$ cat config.mk
export PLATFORM = sky130hd
export DESIGN_NAME = pwm_generator
export DESIGN_NICKNAME = d
export VERILOG_FILES = /design/src/rtl/pwm_pkg.sv /design/src/rtl/pwm_cfg_buffer.sv /design/src/rtl/pwm_generator.sv
export SDC_FILE = /design/constraint.sdc
export NUM_CORES = 1
export LEC_CHECK = 0
export CAP_MARGIN = 10
export CORE_MARGIN = 3
export CORE_UTILIZATION = 50
export CTS_BUF_LIST = sky130_fd_sc_hd__clkbuf_4
export DETAILED_ROUTE_END_ITERATION = 7
export PLACE_DENSITY = 0.79
export SLEW_MARGIN = 20
export SYNTH_ARGS = -nofsm -noshare
export SYNTH_HDL_FRONTEND = slang
export SYNTH_SLANG_ARGS = --single-unit
$ cat constraint.sdc
create_clock -name MAX10_CLK1_50 -period 5.57 [get_ports MAX10_CLK1_50]
set_clock_uncertainty 0.2 [all_clocks]
set_input_delay 1.114 -clock MAX10_CLK1_50 [delete_from_list [all_inputs] [get_ports MAX10_CLK1_50]]
set_output_delay 1.114 -clock MAX10_CLK1_50 [all_outputs]
set_load 0.01 [all_outputs]
$ cat src/rtl/pwm_pkg.sv
`timescale 1ns/1ps
// pwm_pkg
// Shared constants, types and helpers for the PWM stimulus generator.
//   COUNT_W         width of the period, high-time and counter values
//   CLK_HZ          frequency of MAX10_CLK1_50
//   DEFAULT_*       power-up waveform: 1 kHz at 50 % duty
//   pwm_state_e     run-control state of the generator
//   hz_to_period()  converts a frequency in Hz into a period in clock cycles
package pwm_pkg;

  localparam int          COUNT_W         = 27;
  localparam int unsigned CLK_HZ          = 50_000_000;
  localparam int unsigned DEFAULT_FREQ_HZ = 1000;
  localparam int unsigned DEFAULT_PERIOD  = CLK_HZ / DEFAULT_FREQ_HZ;
  localparam int unsigned DEFAULT_HIGH    = DEFAULT_PERIOD / 2;

  typedef enum logic {
    IDLE = 1'b0,
    RUN  = 1'b1
  } pwm_state_e;

  // A zero frequency has no meaningful period; return 0, which the
  // generator treats as a degenerate (silent) setting.
  function automatic int unsigned hz_to_period(input int unsigned f);
    return (f == 32'd0) ? 32'd0 : CLK_HZ / f;
  endfunction

endpackage

$ cat src/rtl/pwm_cfg_buffer.sv
`timescale 1ns/1ps
// pwm_cfg_buffer
// Double buffer for the PWM settings. A load strobe captures the requested
// period/high time into the pending registers; the generator's period
// boundary copies them into the active registers, so a new setting never
// cuts a period short.
//   clk, reset              clock and asynchronous active-high reset
//   load                    capture period_in/high_in as pending
//   period_in, high_in      requested settings
//   boundary                generator is starting a new period this cycle
//   act_period, act_high    settings in force for the current period
//   cfg_pending             pending settings not yet applied
module pwm_cfg_buffer
  import pwm_pkg::*;
#(
  parameter int          COUNT_W      = pwm_pkg::COUNT_W,
  parameter int unsigned RESET_PERIOD = DEFAULT_PERIOD,
  parameter int unsigned RESET_HIGH   = DEFAULT_HIGH
) (
  input  logic               clk,
  input  logic               reset,
  input  logic               load,
  input  logic [COUNT_W-1:0] period_in,
  input  logic [COUNT_W-1:0] high_in,
  input  logic               boundary,
  output logic [COUNT_W-1:0] act_period,
  output logic [COUNT_W-1:0] act_high,
  output logic               cfg_pending
);

  logic [COUNT_W-1:0] pend_period;
  logic [COUNT_W-1:0] pend_high;
  logic               pend_valid;

  always_ff @(posedge clk or posedge reset) begin
    if (reset) begin
      act_period  <= COUNT_W'(RESET_PERIOD);
      act_high    <= COUNT_W'(RESET_HIGH);
      pend_period <= '0;
      pend_high   <= '0;
      pend_valid  <= 1'b0;
    end else begin
      // The boundary always consumes what was pending before this edge.
      if (boundary && pend_valid) begin
        act_period <= pend_period;
        act_high   <= pend_high;
      end
      // A load in the same cycle as a boundary wins over the clear, so the
      // fresh values wait for the following boundary.
      if (load) begin
        pend_period <= period_in;
        pend_high   <= high_in;
        pend_valid  <= 1'b1;
      end else if (boundary) begin
        pend_valid <= 1'b0;
      end
    end
  end

  assign cfg_pending = pend_valid;

endmodule

$ cat src/rtl/pwm_generator.sv
`timescale 1ns/1ps
// pwm_generator
// Rectangular-wave generator with programmable period and high time,
// counted in MAX10_CLK1_50 cycles. Settings are double-buffered in
// pwm_cfg_buffer and switch only at a period boundary.
//   MAX10_CLK1_50         50 MHz system clock
//   reset                 asynchronous active-high reset
//   enable                run control; 0 forces idle and abandons the period
//   load                  one-cycle strobe capturing period_in/high_in
//   period_in, high_in    requested period and high time in clock cycles
//   pwm_out               generated waveform (registered)
//   period_start          one-cycle pulse on the first cycle of each period
//   cfg_pending           pending settings not yet applied
module pwm_generator
  import pwm_pkg::*;
#(
  parameter int          COUNT_W      = pwm_pkg::COUNT_W,
  parameter int unsigned RESET_PERIOD = hz_to_period(DEFAULT_FREQ_HZ),
  parameter int unsigned RESET_HIGH   = DEFAULT_HIGH
) (
  input  logic               MAX10_CLK1_50,
  input  logic               reset,
  input  logic               enable,
  input  logic               load,
  input  logic [COUNT_W-1:0] period_in,
  input  logic [COUNT_W-1:0] high_in,
  output logic               pwm_out,
  output logic               period_start,
  output logic               cfg_pending
);

  pwm_state_e         state;
  logic [COUNT_W-1:0] cnt;
  logic [COUNT_W-1:0] act_period;
  logic [COUNT_W-1:0] act_high;
  logic               run_now;
  logic               short_period;
  logic               boundary;

  // Dropping enable takes effect in the same cycle, so RUN alone is not
  // enough to count as running.
  assign run_now = (state == RUN) && enable;

  // Periods of 0 or 1 cannot hold a visible pulse: every running cycle is a
  // boundary and the outputs stay low.
  assign short_period = (act_period <= COUNT_W'(1));

  assign boundary = (run_now && (short_period || (cnt == act_period - COUNT_W'(1))))
                  || ((state == IDLE) && enable);

  pwm_cfg_buffer #(
    .COUNT_W      (COUNT_W),
    .RESET_PERIOD (RESET_PERIOD),
    .RESET_HIGH   (RESET_HIGH)
  ) u_cfg_buffer (
    .clk         (MAX10_CLK1_50),
    .reset       (reset),
    .load        (load),
    .period_in   (period_in),
    .high_in     (high_in),
    .boundary    (boundary),
    .act_period  (act_period),
    .act_high    (act_high),
    .cfg_pending (cfg_pending)
  );

  always_ff @(posedge MAX10_CLK1_50 or posedge reset) begin
    if (reset) begin
      state        <= IDLE;
      cnt          <= '0;
      pwm_out      <= 1'b0;
      period_start <= 1'b0;
    end else begin
      state <= enable ? RUN : IDLE;

      // cnt stays at 0 while idle, so the IDLE->RUN boundary starts cleanly.
      if (boundary || !run_now) begin
        cnt <= '0;
      end else begin
        cnt <= cnt + COUNT_W'(1);
      end

      // Outputs lag cnt by one cycle; act_high >= act_period naturally
      // gives a constant high because cnt never reaches act_period.
      pwm_out      <= run_now && !short_period && (cnt < act_high);
      period_start <= run_now && !short_period && (cnt == '0);
    end
  end

endmodule

==> results.toml, run 1 <==
[run_status]
status = "finished, final reports clean"

[yosys]
synth_top_area_share_pct = 37.33
synth_top_area_cell = "dfrtp_1"
synth_nets = 1028
synth_seq_cells = 139
yosys-top-cells-area = "dfrtp_1 (37%), mux2_2 (7.1%), nor2_1 (4.8%)"
syn-cell-area_um2 = 8513
yosysWarnings = 0
synthesis.instances = 940
synth_common_cells = "dfrtp_1 (127), nor2_1 (109), nand2_1 (91)"
synth.distinct_cells = 68
yosysSeqAreaShare_pct = 41.03
synth_edf_count = 0
synth.most_common_cell = "dfrtp_1"
syn_avg_cell_area_um2 = 9.057
synthFlopType = "dfrtp_1"
ys_async_sr_fraction_pct = 100.0

[sta]
final_max_slew_viol_count = 0
setup-violations-final = 0
finalCritPeriodShare_pct = 74.69
worst_pin_slew_ps = 996.1
finalSetupTns_ps = 0
max_freq_mhz = 240.4
rsz0062_at_grt = "no"
finalCriticalPeriod_ps = 4160
slew_headroom_pct = 33.59
hold_viol_final = 0

[cts]
path_clk_slew_ps = 110
cts_tree = "yes"
cts_resized = 0
post_cts_buffers = 0
cts_root_buf = "clkbuf_4"
cts_hold_buf = 0
clock_sinks = 139
cts-buffers-inserted = 17
clock_path_buffers = 2
htree_levels = 4
clk-insertion-delay-late_ps = 560

[global_routing]
grt_use_total_pct = 23.00
antenna_found_initial = 1
grt_pass1_vias = 6697
grt_first_pass_wirelength_mm = 34.42
grt_max_degree = 114
grt-ovfl-total = 0

[worst_hold_path]
hold_start = "u_cfg_buffer.act_high[3]"
hold_class = "reg -> reg"
whs_path_depth = 2

[setup_path]
crit_path_end_kind = "flip-flop"
ff2ff_path_depth = 10
timing.rr.start = "u_cfg_buffer.act_period[0]"
required_ps = 5780
max_stage_delay_ps = 770
start_kind = "flip-flop"
critPathMaxFanout = 54
cp_cell_sequence = "inv_1 > ha_1 > nor3b_2 > o22ai_1 > a2111oi_0 > nand4_1 > nor4_2 > and4_2 > and3_4 > o21ai_1"
path_class = "reg -> reg"
crit_arrival_ps = 4370
critPathSlowestCell = "and3_4"
crit_path_start = "u_cfg_buffer.act_period[0]"

[cells_and_area]
drive_above_1_share_pct = 14.93
final_cell_area_um2 = 9360
area_delta_synth_final_pct = 9.950
fin_cells = 1192
nets = 1046

[pwr]
total_power_uw = 2572
power.density_nw_per_um2 = 274.8
ir_drop_mv = 0.1750
total_leakage_power_uw = 0.003806

[die]
start_util_pct = 51.15
rows = 47
coreArea_um2 = 16640
die_w_um = 136.5
die_h_um = 136.5
pin_count = 61
die_area_um2 = 18630

[routing]
drc = 0
drt_wl_total_mm = 20.34
dr_total_vias = 7059
wire_per_inst_um = 17.07
final_antenna_net_count = 0
first_pass_iters = 5
viasPerCell = 5.922
dr.first_iter.drc_count = 619

[placement]
placedCellCount = 1159
portBuffers = 60
dpl.hpwl_mm = 14.21
gp_congestion = 0.9578
placed_area_um2 = 9070

[job]
max-cap-violations = 0
[placed cells by master (no fill, tap or decap), types with 3 or more instances in the layout]
master,count
dfrtp_1,127
nor2_1,109
nand2_1,91
clkdlybuf4s50_1,59
nand3_1,55
mux2_2,54
nor3_1,48
a21oi_1,48
inv_1,40
xnor2_1,36
o21ai_1,32
ha_1,30
o21ai_2,22
a41oi_1,18
clkbuf_4,18
xor2_1,17
nand4_1,16
a21o_1,12
dfstp_2,12
buf_4,11
nor4_1,10
o21ai_0,9
or3_1,6
and4_1,4
nand2b_1,4
clkinv_2,4
nor2b_1,3
o211ai_1,3
o41ai_1,3
a211oi_1,3
o22ai_1,3
nor4b_1,3
o31ai_1,3
clkinv_1,3
clkinvlp_4,3
bufinv_16,3
[sequential cells by signal (all words and copies together), names as in the netlist]
register / flops
u_cfg_buffer.pend_period: 27
u_cfg_buffer.cfg_pending: 1
pwm_out: 1
u_cfg_buffer.act_period: 27
cnt: 27
u_cfg_buffer.pend_high: 27
state: 1
period_start: 1
u_cfg_buffer.act_high: 27
[metal layers]
| metal | track usage, % | wire length [um] |
|---|---|---|
| met5 | 0 | 0 |
| met4 | 7.503 | 526 |
| met3 | 4.774 | 1297 |
| met2 | 35.51 | 9263 |
| met1 | 32.39 | 9255 |
[where the power goes]
group | switching (uW) | internal, uW | leakage (uW) | total [uW]
clock | 374 | 309 | 0.000151 | 683
combinational | 363 | 263 | 0.00195 | 626
sequential | 129 | 1140 | 0.00171 | 1260
[metrics by stage]
stage	setup slack, ps	hold WS (ps)	utilization (%)
after floorplan	551.3	245.1	-
after global placement	1670	254.4	54.38
after detailed placement	1497	255.5	54.50
after CTS	1499	274.4	56.23
after global routing	1055	303.3	56.24
final	1410	272.8	56.24
[path summary, 6_finish.rpt]
kind | slack (ps) | endpoint
worst max-delay path | 1410 | u_cfg_buffer.act_high[1]
worst min-delay path | 270 | u_cfg_buffer.act_high[3]
worst max register to register | 1410 | u_cfg_buffer.act_high[1]
worst min register to register | 270 | u_cfg_buffer.act_high[3]
max in group asynchronous | 3270 | u_cfg_buffer.act_period[14]
min in group asynchronous | 950 | u_cfg_buffer.cfg_pending
[logic make-up (layout without fill, tap and decap cells)]
logic type	Yosys count	count (layout)	share of synthesized area, %
xor gates and xnor gates	53	53	5.453
and+or+nand+nor	370	370	20.91
other	0	1	0
DFF	139	139	41.03
muxes	54	54	7.143
AOI/OAI and AO/OA	180	180	14.15
adders and majority gates	30	30	4.409
buffers and inverters	114	145	6.893
[layout make-up]
cell class / instances / area [um^2]
Fill cell: 1447 / 7282
Clock inverter: 14 / 152.6
Tap cell: 220 / 275.3
Clock buffer: 18 / 135.1
Timing Repair Buffer: 72 / 698.2
Inverter: 41 / 158.9
Sequential cell: 139 / 3493
Antenna cell: 1 / 2.502
Multi-Input combinational cell: 687 / 4444
[worst max-delay path, delay by kind of cell, from the launching register on]
kind | cells | cell delay, ps
simple gates | 5 | 2270
compound gates | 3 | 710
flops | 1 | 470
fa+ha+maj | 1 | 240
buf+inv | 1 | 90
Power figures use the tool's default switching activity.
==> inputs of run 2 (changes only) <==
PLACE_DENSITY = 0.81   (was 0.79)
clock period = 3.8 ns   (was 5.57 ns; I/O delays follow)
==> run 2 against run 1 <==
Against the previous run: core utilization grew 0.98 points; via count is 0.96% higher; combinational power grew 53%; largest cell class unchanged; highest routed layer unchanged.
==> results.toml, run 2 (synthesis gave the netlist of run 1 again) <==
[run_status]
status = "finished, final reports clean"

[die]
pin_count = 61
die_w_um = 136.5
coreArea_um2 = 16640
die_area_um2 = 18630
die_h_um = 136.5
rows = 47
start_util_pct = 51.15

[sta]
max_freq_mhz = 281.1
rsz0062_at_grt = "no"
setup-violations-final = 0
finalSetupTns_ps = 0
setup_ws_ps = 242.1
worst_pin_slew_ps = 715.5
final_max_slew_viol_count = 0
whs_ps = 279.8
slew_headroom_pct = 52.20
finalCriticalPeriod_ps = 3558
finalCritPeriodShare_pct = 93.63
hold_viol_final = 0

[placement]
placedCellCount = 1176
gp_congestion = 0.9420
dpl.hpwl_mm = 14.43
post-place-ws_ps = 225.6
portBuffers = 60
placed_area_um2 = 9234

[routing]
first_pass_iters = 6
dr.first_iter.drc_count = 605
final_antenna_net_count = 0
drc = 0
wire_per_inst_um = 16.90
drt_wl_total_mm = 20.43
dr_total_vias = 7127
viasPerCell = 5.895

[setup_path]
required_ps = 4070
cp_cell_sequence = "inv_1 > ha_1 > nor3b_4 > o22ai_1 > a2111oi_0 > nand4_1 > nor4_2 > and4_2 > and3_4 > buf_12 > o21ai_1"
path_buf_inv = 2
crit_path_end_kind = "flip-flop"
path_class = "reg -> reg"
critPathSlowestCell = "dfrtp_1"
critPathMaxFanout = 26
critPathTopFamily = "simple AND/OR/NAND/NOR gates"
crit_arrival_ps = 3830
max_stage_delay_ps = 480
start_kind = "flip-flop"

[cells_and_area]
nFillCells = 1418
final_cell_area_um2 = 9524
area_delta_synth_final_pct = 11.88
fin_cells = 1209
nets = 1063
drive_above_1_share_pct = 16.60
layout_commonest_cell = "dfrtp_1"
layout_common_cells = "dfrtp_1 (127), nor2_1 (109), nand2_1 (91), clkdlybuf4s50_1 (59), nand3_1 (55)"

[cts]
cts-buffers-inserted = 17
cts_root_buf = "clkbuf_4"
path_clk_slew_ps = 120
htree_levels = 4
clk-insertion-delay-late_ps = 580
cts_tree = "yes"
clock_path_buffers = 2
clock_sinks = 139

[global_routing]
grt_first_pass_wirelength_mm = 34.56
grt_pass1_vias = 6816
grt_use_met1_pct = 32.38
grt_max_degree = 57
use_met3_pct = 3.997
grt.busiest_layer = "met2"
grt_util_met2_pct = 37.29
grt-ovfl-total = 0
grt_use_total_pct = 23.19
antenna_found_initial = 1

[worst_hold_path]
hold_class = "reg -> reg"

[pwr]
power.density_nw_per_um2 = 396.7
ir_drop_mv = 0.3036
total_leakage_power_uw = 0.003901

[job]
max-cap-violations = 0
-- run 2: worst reg2reg max path, cell delays in order (launching register included) --
cell and delay, ps:
dfrtp_1 480, inv_1 90, ha_1 250, nor3b_4 400, o22ai_1 150, a2111oi_0 410, nand4_1 210, nor4_2 280
and4_2 410, and3_4 260, buf_12 200, o21ai_1 100
-- run 2: stage by stage --
step	total power, uW	util [%]
floorplan	2510	-
global placement	2787	55.48
detailed placement	2810	55.48
CTS	3781	57.15
global route	3992	57.23
finish	3778	57.23
-- run 2: where the power goes --
part | switching (uW) | internal (uW) | total [uW]
logic | 549 | 411 | 959
clock network | 575 | 397 | 972
registers | 183 | 1660 | 1850
total | 1310 | 2470 | 3780
-- run 2: final cells by class --
class / instances / area [um^2] / share of cell area (%)
clock inverters: 14 / 142.6 / 1.498
multi-input cells: 687 / 4451 / 46.73
inverters: 41 / 157.7 / 1.655
clock buffers: 18 / 135.1 / 1.419
repair buffers: 89 / 867.1 / 9.104
diodes: 1 / 2.502 / 0.02627
well taps: 220 / 275.3 / 2.890
flip-flops and latches: 139 / 3493 / 36.68
-- run 2: worst paths after layout --
kind / cells after the start / from / slack (ps) / end
worst min register to register: 2 / u_cfg_buffer.act_high[5] / 280 / u_cfg_buffer.act_high[5]
min in group asynchronous: 2 / reset / 430 / u_cfg_buffer.pend_period[5]
max in group asynchronous: 3 / reset / 2180 / u_cfg_buffer.act_period[4]
worst min-delay path: 2 / u_cfg_buffer.act_high[5] / 280 / u_cfg_buffer.act_high[5]
worst max-delay path: 11 / u_cfg_buffer.act_period[0] / 240 / u_cfg_buffer.act_high[6]
worst max register to register: 11 / u_cfg_buffer.act_period[0] / 240 / u_cfg_buffer.act_high[6]
-- run 2: what timing repair did --
item	in CTS	in global routing
setup endpoints to repair	0	49
buffers inserted	0	0
gates resized for setup	0	2
hold buffers	0	0
-- run 2: layer usage --
metal,vias up,part of all wire [%]
met5,-,0
met4,0,1.4
met3,30,5.8
met2,262,48
met1,3444,45
li1,3391,-
==> edit, RTL diff (settings of run 1) <==
Make the reset (`reset`) synchronous in 2 clocked blocks. Comments in the files are not updated.
--- a/src/rtl/pwm_cfg_buffer.sv
+++ b/src/rtl/pwm_cfg_buffer.sv
@@ -32,7 +32,7 @@
   logic [COUNT_W-1:0] pend_high;
   logic               pend_valid;
 
-  always_ff @(posedge clk or posedge reset) begin
+  always_ff @(posedge clk) begin
     if (reset) begin
       act_period  <= COUNT_W'(RESET_PERIOD);
       act_high    <= COUNT_W'(RESET_HIGH);
--- a/src/rtl/pwm_generator.sv
+++ b/src/rtl/pwm_generator.sv
@@ -64,7 +64,7 @@
     .cfg_pending (cfg_pending)
   );
 
-  always_ff @(posedge MAX10_CLK1_50 or posedge reset) begin
+  always_ff @(posedge MAX10_CLK1_50) begin
     if (reset) begin
       state        <= IDLE;
       cnt          <= '0;
Check against the original RTL: differs if reset is asserted again (counterexample within 4 cycles, from zero or initial values and one cycle with reset high); with reset held inactive, the same outputs for 10 cycles.
==> edit against run 1 <==
Final cell count is 14% lower. Largest cell class unchanged. Setup slack worse by 0.039 ns. Utilization rose by 1.7 points. Final area decreased by 13%. Count of clock-buffer cells in the layout up 1. Hold slack worse by 0.00063 ns. Sequential cell count did not move. Critical path depth fell by 1. Synthesized cell count decreased by 15%. Global-route usage down 4.0 points. Synthesized area decreased by 15%. Wire length down 28%.
Power is not compared: it rests on default switching activity, and its combinational part moved more than twofold at a synthesized area within 25%.
==> edit: results (changes against run 1) <==
setup_path:
  reg2reg_from: "u_cfg_buffer.act_period[5]"
  arrival_ns: 4.48  # +0.11 ns
  r2r_slack_ns: 1.37  # -0.04 ns
  r2r_cells: 9  # -1
  worst_path_max_delay_cell: "nor4_1"
  worstReg2RegEnd: "u_cfg_buffer.act_high[9]"
  critPathMaxStageDelay_ns: 0.84  # +0.07 ns
sta:
  relSlewSlack: 0.2969  # -0.03899
  whs_ns: 0.2721  # -0.0006340 ns
  fmax_ghz: 0.2382  # -0.92%
power_and_ir_drop:
  comb_cell_power_w: 0.000182
  total_power_w: 0.001962
grt:
  grt_max_degree: 102  # -11%
  grt_pass1_vias: 5215  # -22%
  grt_pass1_wl_mm: 24.80  # -28%
  grt_use_total: 0.1896  # -0.04034
cells_and_area:
  nNonClkInverters: 33  # -20%
  nonClkBufAreaFrac: 0.07662  # +0.002026
  multi_input_cells: 581  # -15%
  sh_seq_area: 0.3422  # -0.03106
  syn_to_final_growth_pct: 12.40
  filler_cell_count: 1262  # -13%
  stdcell_count: 1030  # -14%
  multi_input_area_share: 0.4991  # +0.02427
  final-clk-cell-share: 0.03892  # +0.008179
  design.seq.count: 139  # unchanged
  signal_buffers: 64  # -11%
  drive_above_1_share: 0.04594  # -0.1034
  fin_nets: 924  # -12%
  clock_buffers: 19  # +1
synthesis:
  synth_top_area_frac: 0.3846  # +0.01127
  synth_mux_area_frac: 0.1508  # +0.07936
  synthCells: 801  # -15%
  synth.area.top_cells: "dfxtp_1 (38%), mux2i_1 (15%), nand2b_1 (7.8%), nor2_1 (6.4%), ha_1 (5.2%)"
  synth_compound_area_frac: 0.04531  # -0.09623
  synth_fp_nets: 889  # -14%
  synth.yosys.seq_area_share: 0.3846  # -0.02577
  synth_fa_ha_area_frac: 0.05188  # +0.007784
  synth_top_cell_by_area: "dfxtp_1"
  synth_xor_area_frac: 0.07505  # +0.02052
  synth_cell_type_count: 51  # -25%
  synth_commonest_cells: "dfxtp_1 (139), nor2_1 (124), mux2i_1 (109)"
  synthArstFlopShare: 0  # -1.000
routing:
  firstDrtPassIters: 4  # -1
  viasPerCell: 5.317  # -10%
  wire_per_inst_um: 14.12  # -17%
  dr.first_iter.drc_count: 321  # -48%
place:
  place_ws_ns: 1.514  # +0.01705 ns
  placed_area_um2: 7814  # -14%
  dp_hpwl_mm: 10.41  # -27%
  gp_congestion: 0.9650  # +0.75%
clock_tree:
  clockBufferDepth: 2  # unchanged
  clk_pin_slew_ns: 0.13  # +0.02 ns
min_path:
  worstHoldEndpoint: "u_cfg_buffer.act_high[6]"
  hold_start: "u_cfg_buffer.pend_high[6]"
run_status:
  run_status: "finished, final reports clean"
floorplan:
  core_um2: 14040  # -16%
edit: changes by cell type after synthesis, moves of 19 or more:
| cell | delta |
|---|---|
| mux2_2 | -54 |
| dfxtp_1 | +139 |
| nand2_1 | -66 |
| a21oi_1 | -38 |
| dfrtp_1 | -127 |
| o21ai_1 | -32 |
| nand3_1 | -42 |
| mux2i_1 | +109 |
| xor2_1 | +19 |
| o21ai_2 | -22 |
| nand2b_1 | +86 |
| nor3_1 | -37 |
edit: kinds of logic after synthesis:
family	Yosys count
xor gates and xnor gates	62
DFF	139
adders and majority gates	30
muxes	109
and+or+nand+nor	332
AOI/OAI and AO/OA	48
buffers and inverters	81
edit: worst min-delay path, cell delays in order, from the launching register on:
cell	delay, ns
dfxtp_1	0.33
nand2b_1	0.06
mux2i_1	0.06
edit: layer usage:
metal	global-route usage	routed length (µm)
met4	0.08202	322
met5	0	0
met1	0.2487	6828
met3	0.04716	643
met2	0.2983	6753
